### src/rtl/vec_mem_unit.sv
// Vector load/store sequencer: moves LANES halfwords between the 16-bit data memory and a 256-bit vector.
// Optional broadcast load (single halfword replicated to every lane) is enabled by defining VMEM_BCAST_EN.
module vec_mem_unit #(
    parameter int LANES     = 16,
    parameter int LANE_W    = 16,
    parameter int ADDR_STEP = 2
) (
    input  logic                      clk,
    input  logic                      reset,
    input  logic                      start_ld,
    input  logic                      start_st,
    input  logic                      bcast,
    input  logic [31:0]               base_addr,
    input  logic [LANES*LANE_W-1:0]   vec_wdata,
    output logic [31:0]               mem_addr,
    output logic                      mem_we,
    output logic [LANE_W-1:0]         mem_wdata,
    input  logic [LANE_W-1:0]         mem_rdata,
    output logic [LANES*LANE_W-1:0]   Vmemout,
    output logic                      busy,
    output logic                      done
);

    localparam int VW = LANES * LANE_W;
    localparam int SW = VW - LANE_W;
    localparam int CW = (LANES > 1) ? $clog2(LANES) : 1;
    localparam logic [CW-1:0] LAST_LANE = CW'(LANES - 1);

    typedef enum logic [2:0] {
        S_IDLE    = 3'd0,
        S_LD      = 3'd1,
        S_LD_LAST = 3'd2,
        S_ST      = 3'd3,
        S_DONE    = 3'd4
    } state_t;

    state_t            r_state;
    logic [CW-1:0]     r_cnt;
    logic [31:0]       r_mem_addr;
    logic              r_mem_we;
    logic [LANE_W-1:0] r_mem_wdata;
    logic              r_busy;
    logic              r_done;
    logic [SW-1:0]     r_shadow;
    logic [SW-1:0]     r_wvec;
    logic [VW-1:0]     r_vmem;

    state_t            w_next_state;
    logic [CW-1:0]     w_cnt_next;
    logic [31:0]       w_addr_next;
    logic              w_we_next;
    logic [LANE_W-1:0] w_wdata_next;
    logic              w_busy_next;
    logic              w_done_next;
    logic              w_accept_ld;
    logic              w_accept_st;
    logic              w_ld_last;
    logic              w_bcast_load;

    assign w_accept_ld = (r_state == S_IDLE) && start_ld;
    assign w_accept_st = (r_state == S_IDLE) && start_st && !start_ld;

`ifdef VMEM_BCAST_EN
    logic r_bcast;

    // Remember whether the accepted load is a broadcast load.
    always_ff @(posedge clk) begin
        if (reset) begin
            r_bcast <= 1'b0;
        end else if (w_accept_ld) begin
            r_bcast <= bcast;
        end else begin
            r_bcast <= r_bcast;
        end
    end

    assign w_bcast_load = r_bcast;
`else
    logic w_unused_bcast;
    assign w_unused_bcast = bcast;
    assign w_bcast_load   = 1'b0;
`endif

    assign w_ld_last = w_bcast_load || (r_cnt == LAST_LANE);

    // Next-state and next-output decode; outputs are registered so they line up with the new state.
    always_comb begin
        w_next_state = r_state;
        w_cnt_next   = r_cnt;
        w_addr_next  = r_mem_addr;
        w_we_next    = 1'b0;
        w_wdata_next = r_mem_wdata;
        w_busy_next  = 1'b0;
        w_done_next  = 1'b0;
        case (r_state)
            S_IDLE: begin
                if (start_ld) begin
                    w_next_state = S_LD;
                    w_cnt_next   = CW'(0);
                    w_addr_next  = base_addr;
                    w_busy_next  = 1'b1;
                end else if (start_st) begin
                    w_next_state = S_ST;
                    w_cnt_next   = CW'(0);
                    w_addr_next  = base_addr;
                    w_we_next    = 1'b1;
                    w_wdata_next = vec_wdata[LANE_W-1:0];
                    w_busy_next  = 1'b1;
                end else begin
                    w_next_state = S_IDLE;
                end
            end
            S_LD: begin
                w_busy_next = 1'b1;
                if (w_ld_last) begin
                    w_next_state = S_LD_LAST;
                end else begin
                    w_cnt_next  = r_cnt + CW'(1);
                    w_addr_next = r_mem_addr + 32'(ADDR_STEP);
                end
            end
            S_LD_LAST: begin
                w_next_state = S_DONE;
                w_done_next  = 1'b1;
            end
            S_ST: begin
                if (r_cnt == LAST_LANE) begin
                    w_next_state = S_DONE;
                    w_done_next  = 1'b1;
                end else begin
                    w_cnt_next   = r_cnt + CW'(1);
                    w_addr_next  = r_mem_addr + 32'(ADDR_STEP);
                    w_we_next    = 1'b1;
                    w_wdata_next = r_wvec[LANE_W-1:0];
                    w_busy_next  = 1'b1;
                end
            end
            S_DONE: begin
                w_next_state = S_IDLE;
            end
            default: begin
                w_next_state = S_IDLE;
            end
        endcase
    end

    // State, lane counter and registered memory-side outputs.
    always_ff @(posedge clk) begin
        if (reset) begin
            r_state     <= S_IDLE;
            r_cnt       <= CW'(0);
            r_mem_addr  <= 32'h0000_0000;
            r_mem_we    <= 1'b0;
            r_mem_wdata <= {LANE_W{1'b0}};
            r_busy      <= 1'b0;
            r_done      <= 1'b0;
        end else begin
            r_state     <= w_next_state;
            r_cnt       <= w_cnt_next;
            r_mem_addr  <= w_addr_next;
            r_mem_we    <= w_we_next;
            r_mem_wdata <= w_wdata_next;
            r_busy      <= w_busy_next;
            r_done      <= w_done_next;
        end
    end

    // Lanes stream through shift registers so no variable lane indexing is needed;
    // the visible vector is only written once the last lane arrives.
    always_ff @(posedge clk) begin
        if (reset) begin
            r_wvec   <= {SW{1'b0}};
            r_shadow <= {SW{1'b0}};
            r_vmem   <= {VW{1'b0}};
        end else begin
            if (w_accept_st) begin
                r_wvec <= vec_wdata[VW-1:LANE_W];
            end else if (r_state == S_ST) begin
                r_wvec <= r_wvec >> LANE_W;
            end
            if ((r_state == S_LD) && (r_cnt != CW'(0))) begin
                r_shadow <= {mem_rdata, r_shadow[SW-1:LANE_W]};
            end
            if (r_state == S_LD_LAST) begin
                if (w_bcast_load) begin
                    r_vmem <= {LANES{mem_rdata}};
                end else begin
                    r_vmem <= {mem_rdata, r_shadow};
                end
            end
        end
    end

    // The write strobe is cut in the reset cycle itself so an aborted store issues no further write.
    assign mem_we    = r_mem_we & ~reset;
    assign mem_addr  = r_mem_addr;
    assign mem_wdata = r_mem_wdata;
    assign Vmemout   = r_vmem;
    assign busy      = r_busy;
    assign done      = r_done;

endmodule

### config.mk
export PLATFORM = sky130hd
export DESIGN_NAME = vec_mem_unit
export DESIGN_NICKNAME = d
export VERILOG_FILES = /design/src/rtl/vec_mem_unit.sv
export SDC_FILE = /design/constraint.sdc
export NUM_CORES = 2
export LEC_CHECK = 0
export ABC_CLOCK_PERIOD_IN_PS = 3600
export BUFFER_PORTS_ARGS = -buffer_cell sky130_fd_sc_hd__buf_2
export CAP_MARGIN = 20
export CORE_MARGIN = 4
export CORE_UTILIZATION = 40
export DETAILED_ROUTE_END_ITERATION = 16
export PLACE_DENSITY = 0.59
export SYNTH_ARGS = -nofsm -noshare
export SYNTH_HDL_FRONTEND = slang
export SYNTH_SLANG_ARGS = --single-unit
### constraint.sdc
create_clock -name clk -period 3.6 [get_ports clk]
set_clock_uncertainty 0.2 [all_clocks]
set_input_delay 0.36 -clock clk [delete_from_list [all_inputs] [get_ports clk]]
set_output_delay 0.36 -clock clk [all_outputs]
set_load 0.02 [all_outputs]
==> impl_metrics.tcl <==
set metrics [dict create \
    status "finished clean" \
    synth_edf_count 0 \
    post_layout_nonfiller_instances 5441 \
    crit_arrival_ns 2.94 \
    gp_congestion 0.860 \
    grt_max_degree 203 \
    r2r_cells 7 \
    finalSetupViolCount 0 \
    maxCapViolations 0 \
    finalPower_mw 21.0 \
    clock_path_buffers 3 \
    power_leakage_nw 14.6 \
    final_util 0.543 \
    firstDrtPassIters 7 \
    portBuffers 614 \
    via_count 28500 \
    r2r-start "r_state[0]" \
    grt-ovfl-total 0 \
    clk_pin_slew_ns 0.06 \
    rsz0062_at_grt "false" \
    die_y_um 278 \
    ys_ff_latch 794 \
    grt_antenna_before_repair 17 \
    final_common_cell "nand2_1" \
    place_ws_ns 0.985 \
    worstPathRequired_ns 3.90 \
    cts_setup_buffers 0 \
    num_rows 98 \
    tightest_slew_ns 0.978 \
    finalWorstSetupSlack_ns 0.962 \
    dp_hpwl_mm 67.5 \
    grt_pass1_vias 27100 \
    numCtsBuffers 87 \
    drive_gt1_frac 0.182 \
    seqPwrFrac 0.445 \
    ctsResizeCount 0 \
    tritoncts "built" \
    crit_path_end_kind "flip-flop" \
    fp.dieArea_mm2 0.0775 \
    grt_pass1_wl_mm 157 \
    ir_drop_mv 0.348 \
    pwr-share-clk 0.448 \
    final_nets 4715 \
    synthTopCellsByArea "dfxtp_1 54%, nand2_1 17%, a21oi_1 13%, a22oi_1 5.4%, clkbuf_1 2.5%" \
    syn_inst 3652 \
    final_hold_viol_count 0 \
    r2r_slack_ns 0.96 \
    synth_fp_nets 3964 \
    synth_area_mm2 0.0292 \
    drcViolationCount 0 \
    min_period_ns 2.64 \
    holdPathEnd "r_state[1]" \
    layout_common_cells "1314 x nand2_1, 794 x dfxtp_1, 744 x a21oi_1, 613 x buf_2, 310 x dlygate4sd3_1" \
    start_kind "flip-flop" \
    place_area_mm2 0.0329 \
    async_flop_share 0 \
    postRouteAntennaNets 0 \
    p_sw_frac 0.257 \
    critical_path_class "flip-flop to flip-flop" \
    finalInstanceArea_mm2 0.0391 \
    fin_setup_tns_ns 0 \
    min_period_over_period 0.733 \
    max-slew-margin-rel 0.348 \
    avgViaCountPerCell 5.23 \
    core_mm2 0.0720 \
    cp_max_fo 48 \
    yosysSeqAreaShare 0.544 \
    cts.sinks 794 \
    drt_iter0_markers 2432 \
    syn_avg_cell_area_um2 8.00 \
    worstHoldPathCells 5 \
    clk_latency_ns 0.62 \
    combPwrFrac 0.108 \
    io_pins 616 \
    switchingPower_mw 5.40 \
    yosysUniqueCellTypes 55 \
    yosysWarnings 0 \
    grt_use_total 0.251 \
    synthFlopType "dfxtp_1" \
    final-max-slew-violation-count 0 \
    netlist.area_leader.share 0.544 \
    htreeDepth 3 \
    fmax_ghz 0.379 \
    whs_ns 0.110 \
    fp.dieW_um 278 \
    synth_top_area_cell "dfxtp_1" \
    dp.cells 4954 \
    fill_cells 6903 \
    routed_wl_mm 103 \
    internal_power_mw 15.6 \
    holdCritStartpoint "start_ld" \
    routedWlPerCell_um 18.9 \
    cts_root_buf "clkbuf_16" \
    area_growth_pct 33.6 \
    r2r-end "r_wvec[235]" \
    initial_core_util 0.406 \
    hold_buffers 310 \
    min-delay-path-class "input port to flip-flop" \
    cellPowerDensity_mw_per_mm2 537 \
]
logic make-up (layout without fill, tap and decap cells):
| kind of cell | after synthesis | in the layout | synth area share |
|---|---|---|---|
| other cells | 0 | 18 | 0 |
| simple gates | 1479 | 1479 | 0.199 |
| flops | 794 | 794 | 0.544 |
| xor+xnor | 2 | 2 | 0.000599 |
| fa+ha+maj | 3 | 3 | 0.00128 |
| mux | 5 | 5 | 0.00171 |
| compound gates | 1057 | 1057 | 0.209 |
| buf+inv | 312 | 1133 | 0.0452 |
critical path, cell delays in order, from the launching register on:
cell and delay, ns:
dfxtp_1 0.46, nor2b_2 0.21, buf_4 0.36, nand2_1 0.15, buf_4 0.34, nand3_1 0.16
a21oi_1 0.07, dlygate4sd3_1 0.57
metal layers:
layer | share of wire | vias up | global-route usage | wire length (um)
met4 | 0.040 | 2 | 0.100 | 4140
li1 | - | 13900 | - | -
met3 | 0.061 | 232 | 0.0521 | 6270
met1 | 0.43 | 13500 | 0.328 | 44500
met2 | 0.47 | 905 | 0.409 | 48200
met5 | 0.000078 | - | 0 | 8
sequential cells by signal, indices dropped and copies added, names as in the netlist:
| register | flops |
|---|---|
| r_shadow | 240 |
| r_wvec | 240 |
| mem_addr | 32 |
| r_cnt | 4 |
| mem_wdata | 16 |
| done | 1 |
| Vmemout | 256 |
| busy | 1 |
| r_state | 3 |
| r_mem_we | 1 |
area by class of cell:
class,count,area [um2],area share
Sequential cell,794,15900,0.407
Multi-Input combinational cell,2546,12100,0.309
Timing Repair Buffer,968,6820,0.175
Clock buffer,125,2510,0.0643
Tap cell,950,1190,0.0304
Clock inverter,34,518,0.0133
Antenna cell,18,45.0,0.00115
Inverter,6,22.5,0.000577
worst max path at each step:
| stage | startpoint | endpoint | cells after the start |
|---|---|---|---|
| after floorplan | mem_addr[1] | mem_addr[29] | 6 |
| after global placement | r_cnt[2] | r_shadow[155] | 5 |
| after detailed placement | r_cnt[3] | r_shadow[204] | 5 |
| after CTS | r_cnt[2] | r_shadow[148] | 5 |
| after global routing | r_cnt[2] | r_shadow[120] | 5 |
| final | r_state[0] | r_wvec[235] | 7 |
cell usage after synthesis (3+ instances only):
library cell  number
a211oi_1           6
a21oi_1          744
a22oi_1          210
a311oi_1          35
a31oi_1            9
a32o_1             4
and2_1             5
and3_1             9
and4_1             7
buf_1             13
buf_2             88
buf_4              9
clkbuf_1         195
dfxtp_1          794
ha_1               3
inv_1              6
mux2i_1            5
nand2_1         1315
nand3_1           36
nand4_1            7
nor2_1            66
nor3_1            12
nor3_2             4
nor4_1             4
o21ai_0           14
o21ai_1            4
o22ai_1            5
o31ai_1            6
power by group through the flow:
stage | Combinational, mW | Sequential (mW) | Clock [mW]
final | 2.26 | 9.33 | 9.39
after global placement | 1.96 | 9.50 | 0
after CTS | 2.26 | 9.32 | 9.58
after detailed placement | 1.97 | 9.51 | 0
after global routing | 2.46 | 9.35 | 9.95
after floorplan | 1.15 | 9.54 | 0
No activity file was read; power rests on OpenSTA's default activity.
